[src/rtl/div_sequencer.sv]
// Sequential restoring divider producing a W.FRAC fixed-point quotient.
// Start and result use valid/ready handshakes; abort cancels whatever is in flight.
module div_sequencer #(
    parameter int W    = 4,
    parameter int FRAC = 4
) (
    input  logic                clk,
    input  logic                rst_n,
    input  logic                start_valid,
    output logic                start_ready,
    input  logic [W-1:0]        dividend,
    input  logic [W-1:0]        divisor,
    input  logic                abort,
    output logic                res_valid,
    input  logic                res_ready,
    output logic [W+FRAC-1:0]   quotient,
    output logic [W-1:0]        remainder,
    output logic                div_by_zero,
    output logic                busy
);

    localparam int QW = W + FRAC;
    localparam int CW = (QW > 1) ? $clog2(QW) : 1;

    typedef enum logic [1:0] {
        IDLE,
        CALC,
        DONE
    } state_t;

    state_t          state;
    logic [QW-1:0]   sr;
    logic [W-1:0]    pr;
    logic [W-1:0]    dsr;
    logic [CW-1:0]   cnt;

    logic [W:0]      pr_shift;
    logic [W:0]      pr_diff;
    logic [W-1:0]    pr_next;
    logic            q_bit;

    // The partial remainder never exceeds twice the divisor, so the sign
    // of the trial subtraction alone decides the quotient bit.
    always_comb begin
        pr_shift = {pr, sr[QW-1]};
        pr_diff  = pr_shift - {1'b0, dsr};
        q_bit    = ~pr_diff[W];
        pr_next  = q_bit ? pr_diff[W-1:0] : pr_shift[W-1:0];
    end

    assign start_ready = (state == IDLE);
    assign res_valid   = (state == DONE);
    assign busy        = (state != IDLE);

    // Quotient bits are shifted into the bottom of the dividend register as
    // its top bits are consumed, so it holds the full quotient at the end.
    always_ff @(posedge clk or negedge rst_n) begin
        if (!rst_n) begin
            state       <= IDLE;
            sr          <= '0;
            pr          <= '0;
            dsr         <= '0;
            cnt         <= '0;
            quotient    <= '0;
            remainder   <= '0;
            div_by_zero <= 1'b0;
        end else begin
            case (state)
                IDLE: begin
                    if (start_valid && !abort) begin
                        sr  <= QW'(dividend) << FRAC;
                        dsr <= divisor;
                        pr  <= '0;
                        cnt <= CW'(QW - 1);
                        if (divisor == '0) begin
                            state       <= DONE;
                            quotient    <= '0;
                            remainder   <= '0;
                            div_by_zero <= 1'b1;
                        end else begin
                            state <= CALC;
                        end
                    end
                end
                CALC: begin
                    if (abort) begin
                        state <= IDLE;
                    end else begin
                        pr <= pr_next;
                        sr <= {sr[QW-2:0], q_bit};
                        if (cnt == '0) begin
                            state       <= DONE;
                            quotient    <= {sr[QW-2:0], q_bit};
                            remainder   <= pr_next;
                            div_by_zero <= 1'b0;
                        end else begin
                            cnt <= cnt - 1'b1;
                        end
                    end
                end
                DONE: begin
                    if (abort || res_ready) begin
                        state <= IDLE;
                    end
                end
                default: begin
                    state <= IDLE;
                end
            endcase
        end
    end

endmodule

[config.mk]
export PLATFORM = sky130hd
export DESIGN_NAME = div_sequencer
export DESIGN_NICKNAME = d
export VERILOG_FILES = /design/src/rtl/div_sequencer.sv
export SDC_FILE = /design/constraint.sdc
export NUM_CORES = 1
export LEC_CHECK = 0
export CAP_MARGIN = 30
export CORE_ASPECT_RATIO = 1.5
export CORE_MARGIN = 2
export CORE_UTILIZATION = 66
export CTS_CLUSTER_SIZE = 10
export DETAILED_ROUTE_END_ITERATION = 16
export DONT_BUFFER_PORTS = 1
export HOLD_SLACK_MARGIN = 0.15
export PLACE_DENSITY = 0.78
export SYNTH_ARGS = -nofsm -noshare
export SYNTH_HDL_FRONTEND = slang
export SYNTH_SLANG_ARGS = --single-unit
[constraint.sdc]
create_clock -name clk -period 4.35 [get_ports clk]
set_input_delay 0.2175 -clock clk [delete_from_list [all_inputs] [get_ports clk]]
set_output_delay 0.2175 -clock clk [all_outputs]
set_load 0.02 [all_outputs]
==> results.txt, run 1 <==
The category of cells accounting for the largest share of critical-path delay was adder cells. The mapped cell area is 1692 µm², and the wire length per cell after detailed routing is 17.44 µm. The area inside the core boundary is 2450 µm², and the post-placement worst setup slack is 2.204 ns. Yosys attributes the largest share of cell area to dfrtp_1, nand2_1, ha_1.

The first global-routing pass estimated 5789 µm of wire. The proportion of power drawn by flip-flops and latches came out at 0.459. After clock tree synthesis, the clock-pin slew on the worst setup and hold paths is 0.09 ns.

The logs give 22 for the standard-cell row count and 0 for the final global-route overflow total. The first-iteration detailed-routing DRC count was 36; the width of the die was 45.34 µm. The net count after synthesis is 174, and the max-slew violation count is 0. The number of antenna diodes in the final layout is 0.

Setup violations remaining at the end of the flow were counted as 0. A synthesized cell averages 10.98 µm². The number of warnings reported in the yosys synthesis log came out at 0. Traced cell by cell, the critical path runs through inv_1 -> ha_1 -> fa_1 -> nand2b_1 -> a21oi_2 -> xnor2_2 -> mux2_4 -> o22ai_2. Counting along the longest clock path gives a buffer depth of 2. For the worst-skew pair, the clock arrives at the later sink with an insertion delay of 0.34 ns. Final worst-path cycle share: 0.4991. The half-perimeter wire length of the detailed placement result was 2401 µm. The worst path in the final design needs a cycle of 2.171 ns, including I/O delays and setup. The share of synthesized area occupied by flip-flops and latches was 0.5030; the required time of the worst setup path was 4.61 ns.

Dividing the detail-routed via count by the number of cells gives 5.979. The tools report the part of the total power dissipated in the clock network as 0.156. Number of routed nets with antenna violations: 0. The portion of synthesized cell area occupied by the leading cell type was 0.5030.

The synthesized design spends more area on one cell type than any other, namely dfrtp_1. After detailed routing, the total wire length is 3401 µm. Power spread over the standard cell area amounts to 550.9 nW/µm².

The tools report the number of H-tree levels as 2. For this run, the post-layout net count is 191. Clock root buffer: clkbuf_4.

STA classifies the critical path endpoint as a flop. Final setup slack of the worst path: 2.179 ns. The die covers 2992 µm². Cell with the largest stage delay on the worst path: fa_1. In this run the power spent charging and discharging nets is 0.4041 mW. For the count of hold buffers inserted by post-cts repair, the log shows 14. The global routing usage summed across all routing layers came out at 0.2788. The logs give 0.6905 for the initial standard-cell utilization of the core and 0 for the post-CTS resize count. At the end of routability-driven placement, the weighted congestion stood at 0.8131. Stage delay of the slowest cell on the critical path: 0.40 ns.

Detailed routing inserted a total of 1,166 vias. Top fanout value on the critical path: 6. The slew at the pin with the worst max-slew slack was 1.017 ns; the internal power contribution was 0.6382 mW. The run finished with clean final reports. The worst setup path is launched from a flop. The number of library cell types mapped by synthesis is 37. Proportion of layout cells with a drive suffix above 1: 0.1462.

In this run the vertical extent of the chip is 66.01 µm. For this design, the sink count on the clock tree is 34. Entering global routing, the biggest net connects 35 pins. From synthesis to final layout, the design area changed by 11.83%. In the routed design, unresolved DRC markers number 0. The final worst clock skew is 0.007225 ns, and the count of pins on the block boundary is 29. The via count of the first global-routing pass is 1,204, and the number of post-CTS setup repair buffers is 0.

TritonCTS built the clock tree. Among all cell types in the netlist, the one instantiated most often is dfrtp_1. The share of total power in combinational logic was 0.385. The leakage power is 0.9236 nW.

The total negative slack is 0 ns, and the critical path buffer and inverter count is 1. The primary flip-flop cell chosen by synthesis mapping was dfrtp_1. Ranked by instance count, the synthesized netlist is headed by dfrtp_1, nand2_1, o21ai_0. The tightest min-delay check is of the in -> reg type. In this run, synthesis inferred 0 flip-flops with an integrated enable. For this run, the detailed router's first-pass iteration total came to 4.

The tools report the count of mapped cells out of synthesis as 154. The number of clock buffers added by TritonCTS is 5. Across the VDD grid, the largest voltage drop is 0.3661 mV. In this run, synthesis produced a sequential element count of 34.

The worst max-slew margin expressed relative to the limit is 0.3174. During placement, the flow inserted port buffers numbering 0. The switching power as a share of total power is 0.3877, and the initial antenna violation count is 0. Based on the critical path, the design can be clocked at up to 0.4606 GHz.

Proportion of register bits with asynchronous set or reset after synthesis: 1.000. Setup repair after global routing left no endpoint under its margin. Data arrives at the worst endpoint at 2.44 ns. Across the run, the number of max-cap violations was 0. The run gives 0 as the final hold violation count. The setup path with the least slack is of type reg -> reg.
## flip-flops by register name, summed over array words and instances, names as in the netlist
| register | cells |
|---|---|
| sr | 8 |
| div_by_zero | 1 |
| state | 2 |
| remainder | 4 |
| pr | 4 |
| cnt | 3 |
| dsr | 4 |
| quotient | 8 |
## final timing paths
check | startpoint | cells past startpoint | end | slack (ns)
max | sr[7] | 8 | pr[0] | 2.18
max in group asynchronous | rst_n | 2 | cnt[0] | 3.85
min | start_valid | 2 | pr[0] | 0.22
min in group asynchronous | rst_n | 2 | remainder[1] | 0.32
max reg2reg | sr[7] | 8 | pr[0] | 2.18
min reg2reg | sr[2] | 2 | sr[2] | 0.48
## per-stage QoR
| step | total power [mW] | instances | cell area, µm² | hold slack, ns | util |
|---|---|---|---|---|---|
| after floorplan | 0.7876 | 154 | 1692 | -0.07809 | - |
| after global placement | 0.8441 | 174 | 1697 | -0.07727 | 0.6925 |
| after detailed placement | 0.8655 | 174 | 1697 | -0.07735 | 0.6925 |
| after CTS | 1.046 | 195 | 1892 | 0.2082 | 0.7722 |
| after global routing | 1.109 | 195 | 1892 | 0.2238 | 0.7722 |
| final | 1.042 | 195 | 1892 | 0.2189 | 0.7722 |
## final cells by class
| cell class | count | area, µm² |
|---|---|---|
| Fill cell | 168 | 558.0 |
| Clock buffer | 7 | 45.04 |
| Multi-Input combinational cell | 106 | 778.2 |
| Tap cell | 24 | 30.03 |
| Sequential cell | 34 | 850.8 |
| Inverter | 10 | 37.54 |
| Timing Repair Buffer | 14 | 150.1 |
## kinds of logic after synthesis
group	share of synthesized area
flops	0.5030
xor+xnor	0.02515
buf+inv	0.03698
compound gates	0.1302
simple gates	0.1539
fa+ha+maj	0.05621
mux	0.09467
## routing by layer
layer | routed length, µm | global-route usage | share of wire
met1 | 1412 | 0.3407 | 0.42
met2 | 1787 | 0.4571 | 0.53
met3 | 137 | 0.07377 | 0.040
met4 | 63 | 0.1103 | 0.019
met5 | 0 | 0 | 0
## power groups by stage
stage	Combinational, mW	Clock (mW)	Sequential [mW]
detailed placement	0.382	0	0.484
floorplan	0.321	0	0.466
global placement	0.362	0	0.482
finish	0.402	0.163	0.478
CTS	0.402	0.165	0.479
global route	0.443	0.178	0.488
## cells in the final DEF (no fill, tap or decap), types with 2 or more instances in the layout
cell type and n:
a21oi_1 5, a22o_1 2, and2_1 6, clkbuf_1 2, clkbuf_4 5, dfrtp_1 34
dlygate4sd3_1 13, ha_1 6, inv_1 10, mux2_2 4, mux2_4 5, mux2i_1 4
nand2_1 24, nand2b_1 3, nand3_1 2, nor2_1 6, nor2b_1 4, o21ai_0 13
o2bb2ai_1 2, o2bb2ai_2 2, xor2_1 2
No activity file was read; power rests on OpenSTA's default activity.
==> inputs of run 2 (changes only) <==
CORE_UTILIZATION = 56   (was 66)
PLACE_DENSITY = 0.7   (was 0.78)
clock period = 1.95 ns   (was 4.35 ns; I/O delays follow)
==> run 2 against run 1 <==
Effect of this change:
- the run now ends with setup timing left
- via count grew 0.69%
- sequential power up 120%
- final area up 9.6%
- critical path depth is 1 lower
- sequential cell count unchanged
- count of clock-buffer cells in the layout unchanged
- clock power grew to 3.9 times the previous value
- wire length rose by 1.0%
- critical path type unchanged
- critical endpoint unchanged
- largest cell class unchanged
- highest routed layer unchanged
==> results.txt, run 2 (synthesis results as in run 1) <==
The run gives 2426 µm (+1.0%) as the half-perimeter wire length of the detailed placement result. The class of the worst hold path was in -> reg. The run gives 0.3775 (-0.07967) as the met2 routing resource usage after global routing.

The endpoint of the most critical setup path is pr[0]. The standard-cell row count came out at 24 (+9.1%). By startpoint and endpoint, the worst setup path is classified as reg -> reg. TritonCTS built the clock tree.

The tools report the critical path startpoint as dsr[0]. Setup repair after global routing could not meet its margin everywhere. The tools report the post-route total power as 2.814 mW (+170%). The proportion of layout cells with a drive suffix above 1 is 0.2044 (+0.05822), and the number of routed nets with antenna violations is 0 (unchanged). The logs give 4 (unchanged) for the number of iterations in the first detailed-routing pass and 0 (unchanged) for the max-slew violation count. The category of cells accounting for the largest share of critical-path delay was adder cells. The leakage power is 0.9958 nW (+7.8%).

The run gives 2.20 ns (-0.24 ns) as the worst endpoint data arrival time. Width of the die: 48.88 µm (+7.8%). The global routing met3 resource utilization is 0.07083 (-0.002937), and the first-pass GRT wire length is 5796 µm (+0.12%).

The maximum clock frequency was 0.5044 GHz (+9.5%). The critical path buffer and inverter count was 0 (-1); the worst max-slew margin expressed relative to the limit was 0.6621 (+0.3448). The count of port buffers added during placement was 0 (unchanged). STA classifies the critical path endpoint as a flop. In the layout the commonest cells are dfrtp_1, nand2_1, dlygate4sd3_1.

The final hold violation count is 0 (unchanged), and the total negative slack is -0.04517 ns (-0.04517 ns). The final worst clock skew came out at 0.009004 ns (+0.001779 ns). Required time of the worst setup path: 2.17 ns (-2.44 ns). Cell count of the worst hold path: 2 (unchanged).

The logs give 2 (+2) for the setup-violating endpoint count in the final report and 0 (unchanged) for the total DRC errors in the routed layout. The slew at the pin with the worst max-slew slack is 0.5058 ns (-0.5113 ns), and the total via count in the routed design is 1,174 (+0.69%). Stage delay of the slowest cell on the critical path: 0.38 ns (-0.02 ns).

The worst register-to-register path begins at dsr[0]. Traced cell by cell, the critical path runs through ha_2 -> fa_2 -> nand2b_4 -> a21oi_4 -> xnor2_4 -> mux2_4 -> o22ai_2. For the maximum VDD drop, the log shows 0.7093 mV (+94%).

The number of maximum-capacitance constraint violations is 0 (unchanged), and the power density normalized to cell area is 1357 nW/µm² (+150%). The final worst-path cycle share was 1.017 (+0.5175). The run gives 3435 µm (+1.0%) as the aggregate routed wire length. The count of pins on the block boundary came out at 29 (unchanged). The area inside the core boundary is 2883 µm² (+18%). The final reports fail on setup timing.

The endpoint identified for the worst register-to-register timing path is pr[0]. The via count of the first global-routing pass came out at 1,281 (+6.4%). The flow ran to the end, but the final reports show violations. The tools report the largest net degree at the start of global routing as 35 (unchanged).

The number of buffers created by CTS was 5 (unchanged). The latest clock arrival within the worst-skew pair came out at 0.29 ns (-0.05 ns). The wire length per cell after detailed routing came out at 15.61 µm (-10%). The run gives 37 (+2.8%) as the first-iteration detailed-routing DRC count.

The worst-case hold slack was 0.1639 ns (-0.05497 ns). The via density per instance came out at 5.336 (-11%). The startpoint identified for the worst hold timing path is abort.

Layer with the highest usage: met2. The tools report the number of sinks on the clock net as 34 (unchanged). The final setup slack of the worst path was -0.03246 ns (-2.211 ns). The chip height is 71.32 µm (+8.0%), and the final core utilization is 0.7192 (-0.05303). The run gives 200 (+4.7%) as the net count of the finished layout.

The top fanout value on the critical path came out at 6 (unchanged). The met1 layer usage reported by global route is 0.2617 (-0.07903), and the clock tree buffer depth is 2 (unchanged). The time the worst path needs with I/O delays and setup works out to 1.982 ns (-0.1887 ns).

Clock tree synthesis selected as its root buffer the cell clkbuf_8. The full die area was 3486 µm² (+16%); the worst reg-to-reg setup slack was -0.03 ns (-2.21 ns). The run gives 0 (unchanged) as the number of diodes added for antenna fixing.

The number of H-tree levels came out at 2 (unchanged). The largest registers in the layout are quotient (8), sr (8). Clock transition at the register clock pins on the worst setup and hold paths after CTS: 0.07 ns (-0.02 ns). The run gives 0 (unchanged) as the final global-route overflow total. For the initial standard-cell utilization of the core, the log shows 0.5868 (-0.1037).

The library cell used most frequently in the layout, excluding fill and tap cells, is dfrtp_1. Sort of element at the start of the critical path: a flop. The instance count on the critical path works out to 7 (-1). Global placement routability congestion: 0.8931 (+9.8%). Compared with the post-synthesis result, the final layout area differs by 22.56%. The run gives 0.2247 (-0.05412) as the global routing usage summed across all routing layers.

Cell with the largest stage delay on the worst path: dfrtp_1. The initial antenna violation count came out at 0 (unchanged). The path depth of the worst reg2reg path is 7 (-1).
run 2: worst min-delay path by stage:
stage / end / slack [ns]
floorplan: cnt[0] / -0.20
global placement: remainder[1] / -0.20
detailed placement: pr[2] / -0.20
CTS: pr[1] / 0.16
global route: pr[1] / 0.18
finish: pr[1] / 0.16
run 2: layer usage:
layer,vias up,share of wire
li1,573,-
met1,566,0.43
met3,6,0.042
met2,29,0.51
met4,0,0.022
met5,-,0
run 2: final cells by class:
cell class | count | area, µm²
Clock buffer | 7 | 76.32
Tap cell | 39 | 48.80
Timing Repair Buffer | 23 | 220.2
Multi-Input combinational cell | 106 | 809.5
Clock inverter | 1 | 30.03
Fill cell | 231 | 809.5
Inverter | 10 | 37.54
Sequential cell | 34 | 850.8
run 2: power by group:
group | leakage (nW) | switching (mW) | internal [mW]
Combinational | 0.504 | 0.540 | 0.563
Sequential | 0.440 | 0.192 | 0.877
Clock | 0.0524 | 0.259 | 0.382
run 2: per-stage QoR:
step	cell area (µm²)	setup WS, ns	std cells
finish	2073	-0.03246	220
global route	2073	-0.09136	220
CTS	2066	-0.04629	219
detailed placement	1778	-0.09265	195
global placement	1770	-0.01906	194
floorplan	1709	-0.008474	154
run 2: what timing repair did:
item | CTS | global route
resized for setup | 2 | 0
buffers inserted | 1 | 1
hold endpoints to repair | 48 | 0
setup endpoints to repair | 9 | 10
hold buffers | 15 | 0
pin swaps | 3 | 0
==> inputs of run 3 (changes only) <==
ABC_AREA = 1   (was unset)
==> run 3 against run 2 <==
Effect of this change:
- the flow now finishes without violations
- critical path depth increased by 4
- worst setup slack gained 0.19 ns
- die area is 5.0% higher
- synthesized area grew 5.4%
==> results.txt, run 3 <==
The synthesis-to-finish area growth came out at 18.88%. Ranked by total cell area, the synthesized netlist is headed by dfrtp_1, nand2_1, nand3_1. Max-slew violation count: 0 (unchanged). The most used cell along the critical path was nand2_1.

The worst reg-to-reg setup slack was 0.15 ns (+0.19 ns); the final global-route overflow total was 0 (unchanged). Proportion of register bits with asynchronous set or reset after synthesis: 1.000 (unchanged). Setup repair after global routing left no endpoint under its margin. The run gives 0.9319 mV (+31%) as the maximum VDD drop. Number of buffers created by CTS: 5 (unchanged).

TritonCTS built the clock tree. The run gives 0.4772 (-0.02577) as the share of synthesized area occupied by flip-flops and latches. The worst endpoint data arrival time is 1.98 ns (-0.22 ns). The power density normalized to cell area is 1670 nW/µm² (+23%), and the switching component of the power is 1.670 mW (+68%). The largest registers in the layout are quotient (8), sr (8).

The internal power contribution was 1.870 mW (+2.6%). Leaving out fill and tap cells, the most frequent cell in the layout is nand2_1. The tools report the number of diodes added for antenna fixing as 0 (unchanged). Traced cell by cell, the critical path runs through inv_1 -> ha_1 -> fa_2 -> inv_1 -> nand2_1 -> nand2_2 -> nand3_2 -> nand2_1 -> nand3_1 -> nand3_1 -> nand2_1. The logs give 1.102 nW (+11%) for the leakage power and 0.006177 ns (-0.002828 ns) for the final worst clock skew. The biggest area contributor in the post-synthesis netlist is dfrtp_1. For the aggregate routed wire length, the log shows 3822 µm (+11%).

The initial standard-cell utilization of the core is 0.5758 (-0.01105). The primary flip-flop cell chosen by synthesis mapping was dfrtp_1. The number of post-CTS setup repair buffers is 0 (-1), and the count of port buffers added during placement is 0 (unchanged).

Chip height: 73.11 µm (+2.5%). The width of the die works out to 50.07 µm (+2.4%). The slew at the pin with the worst max-slew slack is 0.4710 ns (-0.03476 ns), and the time the worst path needs with I/O delays and setup is 1.797 ns (-0.1856 ns). The global placement routability congestion came out at 0.8206 (-8.1%). The logs give 0.28 ns (about the same) for the latest clock arrival within the worst-skew pair and 29 (unchanged) for the count of pins on the block boundary. The stage delay of the slowest cell on the critical path works out to 0.37 ns (about the same). The flow ran to the end, and the final reports show no timing, DRC or antenna violations. In this run the clock root is driven by a clkbuf_8.

For this design, the slowest cell found on the critical path is dfrtp_1. The tools report the maximum clock frequency as 0.5565 GHz (+10%). The tools report the number of library cell types mapped by synthesis as 21 (-43%). The first-iteration detailed-routing DRC count was 37 (unchanged).

nand2_1 is the most common cell in the netlist. The logs give 0 (unchanged) for the total DRC errors in the routed layout and 2.13 ns (-0.04 ns) for the required time of the worst setup path. The proportion of layout cells with a drive suffix above 1 was 0.1261 (-0.07837); the number of sinks on the clock net was 34 (unchanged).

The half-perimeter wire length of the detailed placement result is 2593 µm (+6.9%), and the area inside the core boundary is 3097 µm² (+7.4%). The tools report the share of total power in combinational logic as 0.492 (+0.100). For the final hold violation count, the log shows 0 (unchanged). The run gives 0 (unchanged) as the number of warnings reported in the yosys synthesis log. The final setup slack of the worst path was 0.1532 ns (+0.1856 ns).

Number of H-tree levels: 2 (unchanged). The worst setup path is launched from a flop. The logs give 2 (unchanged) for the clock tree buffer depth and 1,464 (+25%) for the total via count in the routed design. The mapped cell area was 1783 µm² (+5.4%); the number of routed nets with antenna violations was 0 (unchanged).

The number of synthesized register bits is 34 (unchanged). The largest net degree at the start of global routing was 35 (unchanged); the number of enable flip-flop cells after synthesis was 0 (unchanged). The total negative slack is 0 ns (+0.04517 ns), and the count of mapped cells out of synthesis is 213 (+38%). The worst max-slew margin expressed relative to the limit is 0.6848 (+0.02270), and the top fanout value on the critical path is 4 (-2). The critical path is of the reg -> reg type. The run gives 0.2387 (+0.01400) as the global routing usage summed across all routing layers. The clock transition at the register clock pins on the worst setup and hold paths after CTS works out to 0.07 ns (about the same).

The class of the worst hold path is in -> reg. Part of the total power dissipated in the clock network: 0.148 (-0.080). The standard-cell row count was 25 (+4.2%); the switching power as a share of total power was 0.4717 (+0.1195).

Proportion of power drawn by flip-flops and latches: 0.361 (-0.019). Via count of the first global-routing pass: 1,486 (+16%). The average cell area after synthesis is 8.371 µm² (-24%), and the net count after synthesis is 233 (+34%).

The portion of synthesized cell area occupied by the leading cell type is 0.4772 (-0.02577). The first-pass GRT wire length was 6561 µm (+13%); the wire length per cell after detailed routing was 13.75 µm (-12%). The tools report the nature of the critical path endpoint as a flop. The logs give 0 (unchanged) for the number of maximum-capacitance constraint violations and 3660 µm² (+5.0%) for the full die area. The post-placement worst setup slack came out at 0.04828 ns (+0.1409 ns). The top cell types in the final layout, fill and taps aside, are nand2_1, dfrtp_1, inv_1.

The net count of the finished layout was 257 (+28%). The run gives 0 (unchanged) as the initial antenna violation count. The final worst-path cycle share was 0.9215 (-0.09519); the number of iterations in the first detailed-routing pass was 4 (unchanged).

The tools report the setup-violating endpoint count in the final report as 0 (-2). By count the netlist is led by nand2_1, dfrtp_1, nand3_1. The via density per instance was 5.266 (-1.3%).
-- run 3: cell count changes after synthesis, sizes merged, moves of 5 or more --
cell,change
nand2,+50
nand3,+26
inv,+17
mux2,-9
and2,-6
nor2,+5
-- run 3: what timing repair did --
| action | in CTS | in global routing |
|---|---|---|
| endpoints found under the setup margin | 0 | 9 |
| hold endpoints to repair | 45 | 0 |
| resized for setup | 0 | 5 |
| hold buffers | 18 | 0 |
-- run 3: worst paths after layout --
check	start	to	cells after the start
max	sr[7]	pr[3]	11
min	divisor[0]	state[0]	4
max reg2reg	sr[7]	pr[3]	11
min reg2reg	sr[3]	sr[3]	2
max in group asynchronous	rst_n	sr[2]	2
min in group asynchronous	rst_n	dsr[2]	2
-- run 3: power by group through the flow --
stage	registers (mW)	clock network [mW]	logic [mW]
global placement	1.27	0	1.49
detailed placement	1.28	0	1.57
global route	1.31	0.572	1.98
CTS	1.27	0.535	1.68
floorplan	1.23	0	1.30
finish	1.28	0.522	1.74
-- run 3: per-layer routing --
metal	track usage	wire length, µm	vias up
li1	-	-	725
met1	0.2763	1539	692
met2	0.4123	2064	36
met3	0.06148	129	11
met4	0.1019	89	0
met5	0	0	-
-- run 3: logic make-up after synthesis --
group	count (synthesis)	share of synthesized area
flip-flops	34	0.4772
buffers and inverters	31	0.08070
XOR/XNOR	1	0.004913
AND/OR/NAND/NOR	117	0.3039
adder cells (fa/ha/maj)	7	0.05333
AO/OA/AOI/OAI	23	0.08000
-- run 3: stage by stage --
step | instance area, µm² | utilization | power (mW) | hold WS [ns] | cells
detailed placement | 1818 | 0.5871 | 2.851 | -0.1974 | 252
floorplan | 1783 | - | 2.529 | -0.1981 | 213
CTS | 2100 | 0.6780 | 3.492 | 0.1847 | 278
global placement | 1818 | 0.5871 | 2.769 | -0.1973 | 252
finish | 2120 | 0.6844 | 3.539 | 0.1933 | 278
global route | 2120 | 0.6844 | 3.857 | 0.2173 | 278
-- run 3: cell type report --
class                      count  area [µm²]
inverter                      27       106.4
clock buffer                   7       86.33
tap                           40       50.05
sequential                    34       850.8
timing repair buffer          21       212.7
clock inverter                 1       5.005
multi-input combinational    148       808.3
fill                         241       977.2
-- run 3: critical path: cells and delay by family, from the launching register on --
kind / cells / cell delay [ns]
buf+inv: 2 / 0.14
fa+ha+maj: 2 / 0.58
flops: 1 / 0.37
simple gates: 7 / 0.60
